[src/rtl/seg_scroll_pkg.sv]
// Shared definitions for the seven-segment marquee: scroller state encoding and digit codes
// understood by the downstream glyph decoder.
package seg_scroll_pkg;

  typedef enum logic [1:0] {
    ST_IDLE   = 2'd0,
    ST_SCROLL = 2'd1,
    ST_FLUSH  = 2'd2,
    ST_DONE   = 2'd3
  } scroll_state_t;

  localparam logic [3:0] DIG_BLANK = 4'hd;
  localparam logic [3:0] DIG_U     = 4'hc;
  localparam logic [3:0] DIG_B     = 4'hb;
  localparam logic [3:0] DIG_F     = 4'hf;

endpackage

[src/rtl/seg_msg_buf.sv]
// Message store: DEPTH x CODE_W register file, one synchronous write port and one async read port.
// A read of an entry being written in the same cycle returns the old contents.
module seg_msg_buf #(
  parameter int DEPTH  = 16,
  parameter int CODE_W = 4,
  parameter int AW     = $clog2(DEPTH)
) (
  input  logic              clk,
  input  logic              wr_en,
  input  logic [AW-1:0]     wr_addr,
  input  logic [CODE_W-1:0] wr_data,
  input  logic [AW-1:0]     rd_addr,
  output logic [CODE_W-1:0] rd_data
);

  logic [CODE_W-1:0] mem [DEPTH];

  always_ff @(posedge clk) begin
    if (wr_en) begin
      mem[wr_addr] <= wr_data;
    end
  end

  assign rd_data = mem[rd_addr];

endmodule

[src/rtl/seg_msg_scroller.sv]
// Marquee engine: scrolls a buffered message across NUM_DIGITS seven-segment slots, one slot per step.
// Outputs update on the clk edge that samples step; no backpressure, run=0 freezes everything.
module seg_msg_scroller
  import seg_scroll_pkg::*;
#(
  parameter int                NUM_DIGITS = 6,
  parameter int                CODE_W     = 4,
  parameter int                MSG_DEPTH  = 16,
  parameter logic [CODE_W-1:0] BLANK_CODE = CODE_W'(DIG_BLANK)
) (
  input  logic                           clk,
  input  logic                           rst,
  input  logic                           step,
  input  logic                           run,
  input  logic                           oneshot,
  input  logic                           dir,
  input  logic [$clog2(MSG_DEPTH):0]     msg_len,
  input  logic                           restart,
  input  logic                           wr_en,
  input  logic [$clog2(MSG_DEPTH)-1:0]   wr_addr,
  input  logic [CODE_W-1:0]              wr_data,
  output logic [NUM_DIGITS*CODE_W-1:0]   display,
  output logic [$clog2(MSG_DEPTH)-1:0]   pos,
  output logic                           busy,
  output logic                           done
);

  localparam int AW = $clog2(MSG_DEPTH);
  localparam int LW = AW + 1;
  localparam int FW = $clog2(NUM_DIGITS + 1);
  localparam int DW = NUM_DIGITS * CODE_W;

  localparam logic [DW-1:0] ALL_BLANK = {NUM_DIGITS{BLANK_CODE}};
  localparam logic [FW-1:0] FLUSH_LAST = FW'(NUM_DIGITS - 1);

  scroll_state_t     state_q, state_d;
  logic [AW-1:0]     pos_q, pos_d;
  logic [DW-1:0]     disp_q, disp_d;
  logic [FW-1:0]     fcnt_q, fcnt_d;
  logic              done_q, done_d;
  logic              armed_q, armed_d;

  logic [LW-1:0]     eff_len;
  logic              past_end;
  logic [AW-1:0]     rd_addr;
  logic [CODE_W-1:0] rd_data;
  logic              rd_last;
  logic              adv;

  function automatic logic [DW-1:0] shift_in(input logic [DW-1:0] cur,
                                             input logic [CODE_W-1:0] code,
                                             input logic right);
    if (right) begin
      return (cur >> CODE_W) | (DW'(code) << (DW - CODE_W));
    end
    return (cur << CODE_W) | DW'(code);
  endfunction

  seg_msg_buf #(
    .DEPTH  (MSG_DEPTH),
    .CODE_W (CODE_W),
    .AW     (AW)
  ) u_buf (
    .clk     (clk),
    .wr_en   (wr_en),
    .wr_addr (wr_addr),
    .wr_data (wr_data),
    .rd_addr (rd_addr),
    .rd_data (rd_data)
  );

  assign eff_len  = (msg_len > LW'(MSG_DEPTH)) ? LW'(MSG_DEPTH) : msg_len;
  assign past_end = ({1'b0, pos_q} >= eff_len);
  // A shrunken message wraps the read back to entry 0 before it is shifted in.
  assign rd_addr  = past_end ? '0 : pos_q;
  assign rd_last  = ({1'b0, rd_addr} == (eff_len - LW'(1)));
  assign adv      = step && run;

  always_comb begin
    state_d = state_q;
    pos_d   = pos_q;
    disp_d  = disp_q;
    fcnt_d  = fcnt_q;
    done_d  = 1'b0;
    armed_d = armed_q;

    if (restart) begin
      disp_d = ALL_BLANK;
      pos_d  = '0;
      fcnt_d = '0;
      if (run && (eff_len != '0)) begin
        state_d = ST_SCROLL;
        armed_d = 1'b0;
      end else begin
        state_d = ST_IDLE;
        armed_d = 1'b1;
      end
    end else begin
      unique case (state_q)
        ST_IDLE: begin
          if (armed_q && run && (eff_len != '0)) begin
            state_d = ST_SCROLL;
            armed_d = 1'b0;
          end
        end

        ST_SCROLL: begin
          if (eff_len == '0) begin
            state_d = ST_IDLE;
          end else if (adv) begin
            if (past_end && oneshot) begin
              pos_d   = '0;
              fcnt_d  = '0;
              state_d = ST_FLUSH;
            end else begin
              disp_d = shift_in(disp_q, rd_data, dir);
              if (rd_last) begin
                pos_d = '0;
                if (oneshot) begin
                  fcnt_d  = '0;
                  state_d = ST_FLUSH;
                end
              end else begin
                pos_d = rd_addr + AW'(1);
              end
            end
          end
        end

        ST_FLUSH: begin
          if (adv) begin
            disp_d = shift_in(disp_q, BLANK_CODE, dir);
            if (fcnt_q == FLUSH_LAST) begin
              fcnt_d  = '0;
              done_d  = 1'b1;
              state_d = ST_DONE;
            end else begin
              fcnt_d = fcnt_q + FW'(1);
            end
          end
        end

        ST_DONE: begin
          state_d = ST_DONE;
        end

        default: begin
          state_d = ST_IDLE;
        end
      endcase
    end
  end

  always_ff @(posedge clk) begin
    if (rst) begin
      state_q <= ST_IDLE;
      pos_q   <= '0;
      disp_q  <= ALL_BLANK;
      fcnt_q  <= '0;
      done_q  <= 1'b0;
      armed_q <= 1'b1;
    end else begin
      state_q <= state_d;
      pos_q   <= pos_d;
      disp_q  <= disp_d;
      fcnt_q  <= fcnt_d;
      done_q  <= done_d;
      armed_q <= armed_d;
    end
  end

  assign display = disp_q;
  assign pos     = pos_q;
  assign busy    = (state_q == ST_SCROLL) || (state_q == ST_FLUSH);
  assign done    = done_q;

endmodule

[config.mk]
export PLATFORM = sky130hd
export DESIGN_NAME = seg_msg_scroller
export DESIGN_NICKNAME = d
export VERILOG_FILES = /design/src/rtl/seg_scroll_pkg.sv /design/src/rtl/seg_msg_buf.sv /design/src/rtl/seg_msg_scroller.sv
export SDC_FILE = /design/constraint.sdc
export NUM_CORES = 1
export LEC_CHECK = 0
export CAP_MARGIN = 20
export CORE_ASPECT_RATIO = 1.2
export CORE_MARGIN = 3
export CORE_UTILIZATION = 25
export CTS_BUF_LIST = sky130_fd_sc_hd__clkbuf_16
export CTS_CLUSTER_DIAMETER = 50
export DETAILED_ROUTE_END_ITERATION = 12
export SYNTH_ARGS = -nofsm -noshare
export SYNTH_HDL_FRONTEND = slang
export SYNTH_SLANG_ARGS = --single-unit
[constraint.sdc]
create_clock -name clk -period 5.8 [get_ports clk]
set_clock_uncertainty 0.2 [all_clocks]
set_input_delay 1.16 -clock clk [delete_from_list [all_inputs] [get_ports clk]]
set_output_delay 1.16 -clock clk [all_outputs]
set_load 0.1 [all_outputs]
# Word level (Yosys, flattened, before mapping)
# Memory sizes are Yosys's and may differ from the RTL's.
# Index checks and enable logic that the tools add are counted.
[classes] order_cmp=2 eq_ne=17 n_bitwise=5 n_mux=48 n_reduce_logical=19 addsub=3
[op_table] operator="two-way mux 24 bit" count=8
[op_table] operator="one-hot mux 24 bit (2 select lines)" count=1
[op_table] operator="OR 20 x 24 -> 24 bit" count=1
[op_table] operator="OR 24 x 4 -> 24 bit" count=1
[op_table] operator="two-way mux 3 bit" count=7
[op_table] operator="two-way mux 2 bit" count=9
[op_table] operator="two-way mux 1 bit" count=17
[op_table] operator="inequality test 3 bit (second input constant)" count=5
[op_table] operator="two-way mux 4 bit" count=3
[op_table] operator="AND reduction 6 bit" count=2
[op_table] operator="inequality test 5 bit (second input constant)" count=2
[op_table] operator="inequality test 2 bit (second input constant)" count=4
[op_table] operator="one-hot mux 2 bit (4 select lines)" count=1
[op_table] operator="one-hot mux 3 bit (2 select lines)" count=1
[op_table] operator="nonzero test 2 bit" count=3
[op_table] operator="== test 4 x 5 -> 1 bit" count=1
[op_table] operator="greater-or-equal comparator 4 x 5 -> 1 bit" count=1
[op_table] operator="> comparator 5 bit (second input constant)" count=1
[op_table] operator="logical AND 1 bit" count=5
[op_table] operator="logical NOT 5 bit" count=1
[op_table] operator="two-way mux 5 bit" count=1
[op_table] operator="AND reduction 5 bit" count=1
[op_table] operator="nonzero test 5 bit" count=1
[op_table] operator="subtractor 5 x 1 -> 5 bit (second input constant)" count=1
[op_table] operator="13 further kinds" count=16
[word_totals] in_bits=21 mem_count=1 ram_bits=64 word_cells=101 regBits=35 out_inout_bits=30
[mem_list] name="u_buf.mem" depth=16 word_bits=4 read_ports=1 rd_clocked_by_memory_dff=0 wr=1 line_no="seg_msg_buf.sv:16" rtl="logic [CODE_W-1:0] mem [DEPTH];"

# Logic depth before layout (Yosys ltp)
[depth] depth_word=14 depth_mapped=14 mapped_depth_nobuf=12

# Hierarchy
# A second synthesis with hierarchy kept.
[unflattened] cells_unflattened=375 hier_area_um2=4714.5
[by_module_without_submodules] mod="seg_msg_buf" seq_area_each_um2=1921.8 instances=1 cells_per_inst=126 area_per_inst_um2=2586.2
[by_module_without_submodules] mod="seg_msg_scroller" seq_area_each_um2=700.7 instances=1 cells_per_inst=249 area_per_inst_um2=2128.3

# Worst setup path before layout
# No wires, ideal clock.
[synth_path] path_type="input to register" startpoint="input port msg_len[4]" endpoint="register disp_q[2] (netlist: display[2])" setup_slack_ns=1.631 path_buffers=3 arrival_time_ns=3.834 setup_time_ns=0.135 path_stages=11 required_ns=5.465 path_cell_list="buf_2 clkbuf_1 nand2b_1 ha_1 a2111oi_4 buf_6 o31ai_4 mux4_2 or2_0 a211oi_2 a22oi_1"
[synth_between] elab_chain_cells=11 word_cells_on_any_way=16 cone_classes="order compare: 2; eq/ne: 2; mux: 7; bitwise: 1; reduce/logical: 3; memory: 1"
[synth_lines] item="from (decl)" line_no="seg_msg_scroller.sv:17" rtl="input logic [$clog2(MSG_DEPTH):0] msg_len,"
[synth_lines] item="> comparator 5 bit" line_no="seg_msg_scroller.sv:72" rtl="assign eff_len = (msg_len > LW'(MSG_DEPTH)) ? LW'(MSG_DEPTH) : msg_len;"
[synth_lines] item="two-way mux 5 bit (*)" line_no="seg_msg_scroller.sv:72"
[synth_lines] item="greater-or-equal comparator 4 x 5 -> 1 bit" line_no="seg_msg_scroller.sv:73" rtl="assign past_end = ({1'b0, pos_q} >= eff_len);"
[synth_lines] item="two-way mux 4 bit" line_no="seg_msg_scroller.sv:75" rtl="assign rd_addr = past_end ? '0 : pos_q;"
[synth_lines] item="memory read (16 x 4 bit)"
[synth_lines] item="OR 24 x 4 -> 24 bit" line_no="seg_msg_scroller.sv:56" rtl="return (cur << CODE_W) | DW'(code);"
[synth_lines] item="two-way mux 24 bit" line_no="seg_msg_scroller.sv:56"
[synth_lines] item="two-way mux 24 bit" line_no="seg_msg_scroller.sv:111" rtl="if (past_end && oneshot) begin"
[synth_lines] item="two-way mux 24 bit" line_no="seg_msg_scroller.sv:110" rtl="end else if (adv) begin"
[synth_lines] item="two-way mux 24 bit" line_no="seg_msg_scroller.sv:108" rtl="if (eff_len == '0) begin"
[synth_lines] item="one-hot mux 24 bit (2 select lines)" line_no="seg_msg_scroller.sv:99" rtl="unique case (state_q)"
[synth_lines] item="to (signal assigned)" line_no="seg_msg_scroller.sv:165" rtl="disp_q <= disp_d;"
[synth_lines] item="to (decl)" line_no="seg_msg_scroller.sv:38" rtl="logic [DW-1:0] disp_q, disp_d;"
# Every way passes the cells marked *; elsewhere a longest branch is shown, timed or not. The select of a mux whose other input is x is not followed.
# A chain may end at the register's enable or synchronous reset.

# Worst setup path in the final report
[layout_path] startpoint="input port msg_len[4]" endpoint="register pos_q[1] (netlist: pos[1])"
[layout_between] elab_chain_cells=7 word_cells_on_any_way=13 cone_classes="add/sub: 2; order compare: 2; eq/ne: 1; mux: 4; bitwise: 1; reduce/logical: 3"
[layout_lines] item="> comparator 5 bit" line_no="seg_msg_scroller.sv:72"
[layout_lines] item="two-way mux 5 bit (*)" line_no="seg_msg_scroller.sv:72"
[layout_lines] item="greater-or-equal comparator 4 x 5 -> 1 bit" line_no="seg_msg_scroller.sv:73"
[layout_lines] item="two-way mux 4 bit" line_no="seg_msg_scroller.sv:75"
[layout_lines] item="adder 4 x 1 -> 4 bit or == test 4 x 5 -> 1 bit (tied branches)" line_no="seg_msg_scroller.sv:124, seg_msg_scroller.sv:76"
[layout_lines] item="two-way mux 4 bit" line_no="seg_msg_scroller.sv:117" rtl="if (rd_last) begin"
[layout_lines] item="two-way mux 4 bit" line_no="seg_msg_scroller.sv:111"
[layout_lines] item="to (signal assigned)" line_no="seg_msg_scroller.sv:164" rtl="pos_q <= pos_d;"
[layout_lines] item="to (decl)" line_no="seg_msg_scroller.sv:37" rtl="logic [AW-1:0] pos_q, pos_d;"
# Every way passes the cells marked *; elsewhere a longest branch is shown, timed or not.

==> results.yml <==
setup_path:
  critical-path-max-stage-delay_ns: 0.73
  slowest_stage: "a2111oi_4"
  endpoint_kind: "flop"
  path_max_fanout: 21
  arrival_ns: 4.69
  crit_type: "in2reg"
  crit_top_cell: "buf_4"
  worst_setup_path_start_kind: "input port"
  cp.required_ns: 5.88
  reg2reg_slack_ns: 2.27
  rr_worst_depth: 8
  reg2reg_to: "pos[1]"
  r2r_start: "pos[1]"
  path_cells: "clkdlybuf4s50_1, buf_4, nor2b_1, inv_1, ha_1, a2111oi_4, buf_4, o31ai_4, xnor2_1, and4_1, or4b_1, a21oi_1"
sta:
  fin_crit_sh_pct: 79.5
  min_period_ns: 4.61
  hold_viol_final: 0
  holdWs_ns: 0.275
  tns_ns: 0
  setup_viol: 0
  rsz0062_at_grt: "false"
  worst_slew_margin_rel_pct: 31.7
  tightest_slew_ns: 1.02
  fmax_mhz: 217
  drv_slew: 0
clocking:
  cts_tree: "done"
  clock_insertion_delay_worst_skew_ns: 0.35
  clk_path_buf_depth: 2
  htree_levels: 3
  post_cts_buffers: 0
  cts_resized: 0
  cts-buffers-inserted: 9
  cts_sinks: 99
  root_buffer: "clkbuf_16"
  hold_buffers: 0
  path_clk_slew_ns: 0.07
routing:
  wire_per_inst_um: 15.8
  detail-route-antenna-nets: 0
  first_iter_violations: 271
  wl_um: 11600
  drc_errors: 0
  via_per_inst: 4.83
  firstDrtPassIters: 4
  vias: 3548
yosys:
  synth_ff_type: "edfxtp_1"
  yosys-top-cells-count: "edfxtp_1, dfxtp_1, nand2_1, nor2_1, mux2i_1"
  synthDistinctLibCells: 61
  synth.top_cell.area_share_pct: 38.8
  syn_avg_cell_area_um2: 11.5
  ys_async_sr_fraction_pct: 0
  synthesis.nets: 462
  yosysTopAreaCell: "edfxtp_1"
  synth_edf_count: 64
  ys_seq_elements: 99
  yosysSeqAreaShare_pct: 53.0
  yosysMostFrequentCell: "edfxtp_1"
  yosys-top-cells-area: "edfxtp_1, dfxtp_1, mux4_2"
  synthCells: 430
  synth_area_mm2: 0.00495
  yosysWarnings: 0
final_layout:
  layout-drive-gt1-share_pct: 11.1
  fin_util_pct: 31.5
  areaGrowthSynthToFinish_pct: 21.6
  nNetsFinal: 505
  n_antenna_cell: 0
outcome:
  status: "complete, no violations"
pwr:
  p_comb_share_pct: 9.7
  ir_drop_mv: 0.135
  p_switching_uw: 374
  pwr-share-clk_pct: 40.1
  pwr-share-seq_pct: 50.2
  powerDensity_mw_per_mm2: 254
  switching_share_pct: 24.4
  leakage_uw: 0.00209
  p_int_uw: 1160
grt:
  gr-total-overflow: 0
  antenna_found_initial: 0
  grt_pass1_wl_um: 18900
  grt_max_degree: 35
  track_usage_pct: 11.0
  grt_pass1_vias: 3658
placed_design:
  io_buffers: 50
  hpwl_um: 8290
  globalplace.congestion: 0.797
floorplan:
  row_count: 55
  die_area_mm2: 0.0215
  fp.dieH_um: 160
  io_pins: 51
  start_util_pct: 25.9
  core_area_mm2: 0.0191
  die_w_um: 134
hold_path:
  min_path_cells: 2
  min_to: "display[1]"
  holdCritStartpoint: "display[1]"
  hold_path_class: "reg2reg"
flow_run:
  maxCapViolCount: 0
-- power by group through the flow --
stage / sequential, µW / clock, µW / combinational, µW
after floorplan: 799 / 0 / 82.3
after global placement: 784 / 0 / 146
after detailed placement: 785 / 0 / 148
after CTS: 769 / 628 / 149
after global routing: 770 / 656 / 162
final: 769 / 614 / 149
-- area by class of cell --
class / count / area (µm²)
Multi-Input combinational cell: 284 / 2120
Tap cell: 256 / 320
Sequential cell: 99 / 2620
Fill cell: 1951 / 13100
Inverter: 19 / 71.3
Clock buffer: 9 / 225
Clock inverter: 7 / 83.8
Timing Repair Buffer: 60 / 576
-- state kept, by name, summed over array words and instances (netlist names) --
signal and cells:
done 1, fcnt_q 3, state_q 2, pos 4, armed_q 1, display 24, u_buf.mem 64
-- cell usage in the layout (no fill, tap or decap), types with 4 or more instances in the layout --
master           count
mux4_2              11
o31ai_1              4
inv_1               19
a22oi_1              4
a211oi_1             7
buf_4               10
a21oi_1             19
nor2b_1              6
o211ai_1            19
nor3_1              13
o22ai_1              6
clkbuf_16            9
clkdlybuf4s50_1     50
edfxtp_1            64
o21ai_0             10
nand2b_1             9
ha_1                11
nor2_1              29
nand4_1              4
or3_1               10
dfxtp_1             35
nand2_1             33
a221oi_1             5
nand3_1              7
mux2i_1             23
o21a_1               5
-- metal layers --
metal / track usage [%] / share of wire (%) / up-vias
li1: - / - / 1725
met5: 0 / 0 / -
met1: 13.2 / 43 / 1706
met3: 3.47 / 5.9 / 15
met2: 18.7 / 49 / 102
met4: 3.43 / 2.2 / 0
-- critical path: cells and delay by family --
kind	cells	cell delay, ns
XOR/XNOR	1	0.19
buffers and inverters	4	0.97
adder cells (fa/ha/maj)	1	0.23
AND/OR/NAND/NOR	3	1.14
AO/OA/AOI/OAI	3	1.00
-- per-stage QoR --
| step | area, µm² | cells | total power [µW] | worst slack, ns |
|---|---|---|---|---|
| floorplan | 4950 | 430 | 882 | 1.63 |
| global placement | 5700 | 717 | 930 | 0.926 |
| detailed placement | 5700 | 717 | 933 | 0.823 |
| CTS | 6010 | 733 | 1550 | 1.17 |
| global route | 6020 | 734 | 1590 | 0.876 |
| finish | 6020 | 734 | 1530 | 1.19 |
-- logic make-up after synthesis --
| kind of cell | synth area share (%) |
|---|---|
| DFF | 53.0 |
| xor gates and xnor gates | 0.531 |
| and+or+nand+nor | 13.7 |
| buffers and inverters | 4.15 |
| muxes | 9.66 |
| adders and majority gates | 2.78 |
| AOI/OAI and AO/OA | 16.2 |
-- worst max path at each step --
stage | start | endpoint
finish | msg_len[4] | pos[1]
global route | msg_len[2] | display[0]
CTS | msg_len[4] | display[22]
detailed placement | msg_len[4] | display[22]
global placement | msg_len[4] | display[2]
floorplan | msg_len[4] | display[2]
No activity file was read; power rests on OpenSTA's default activity.
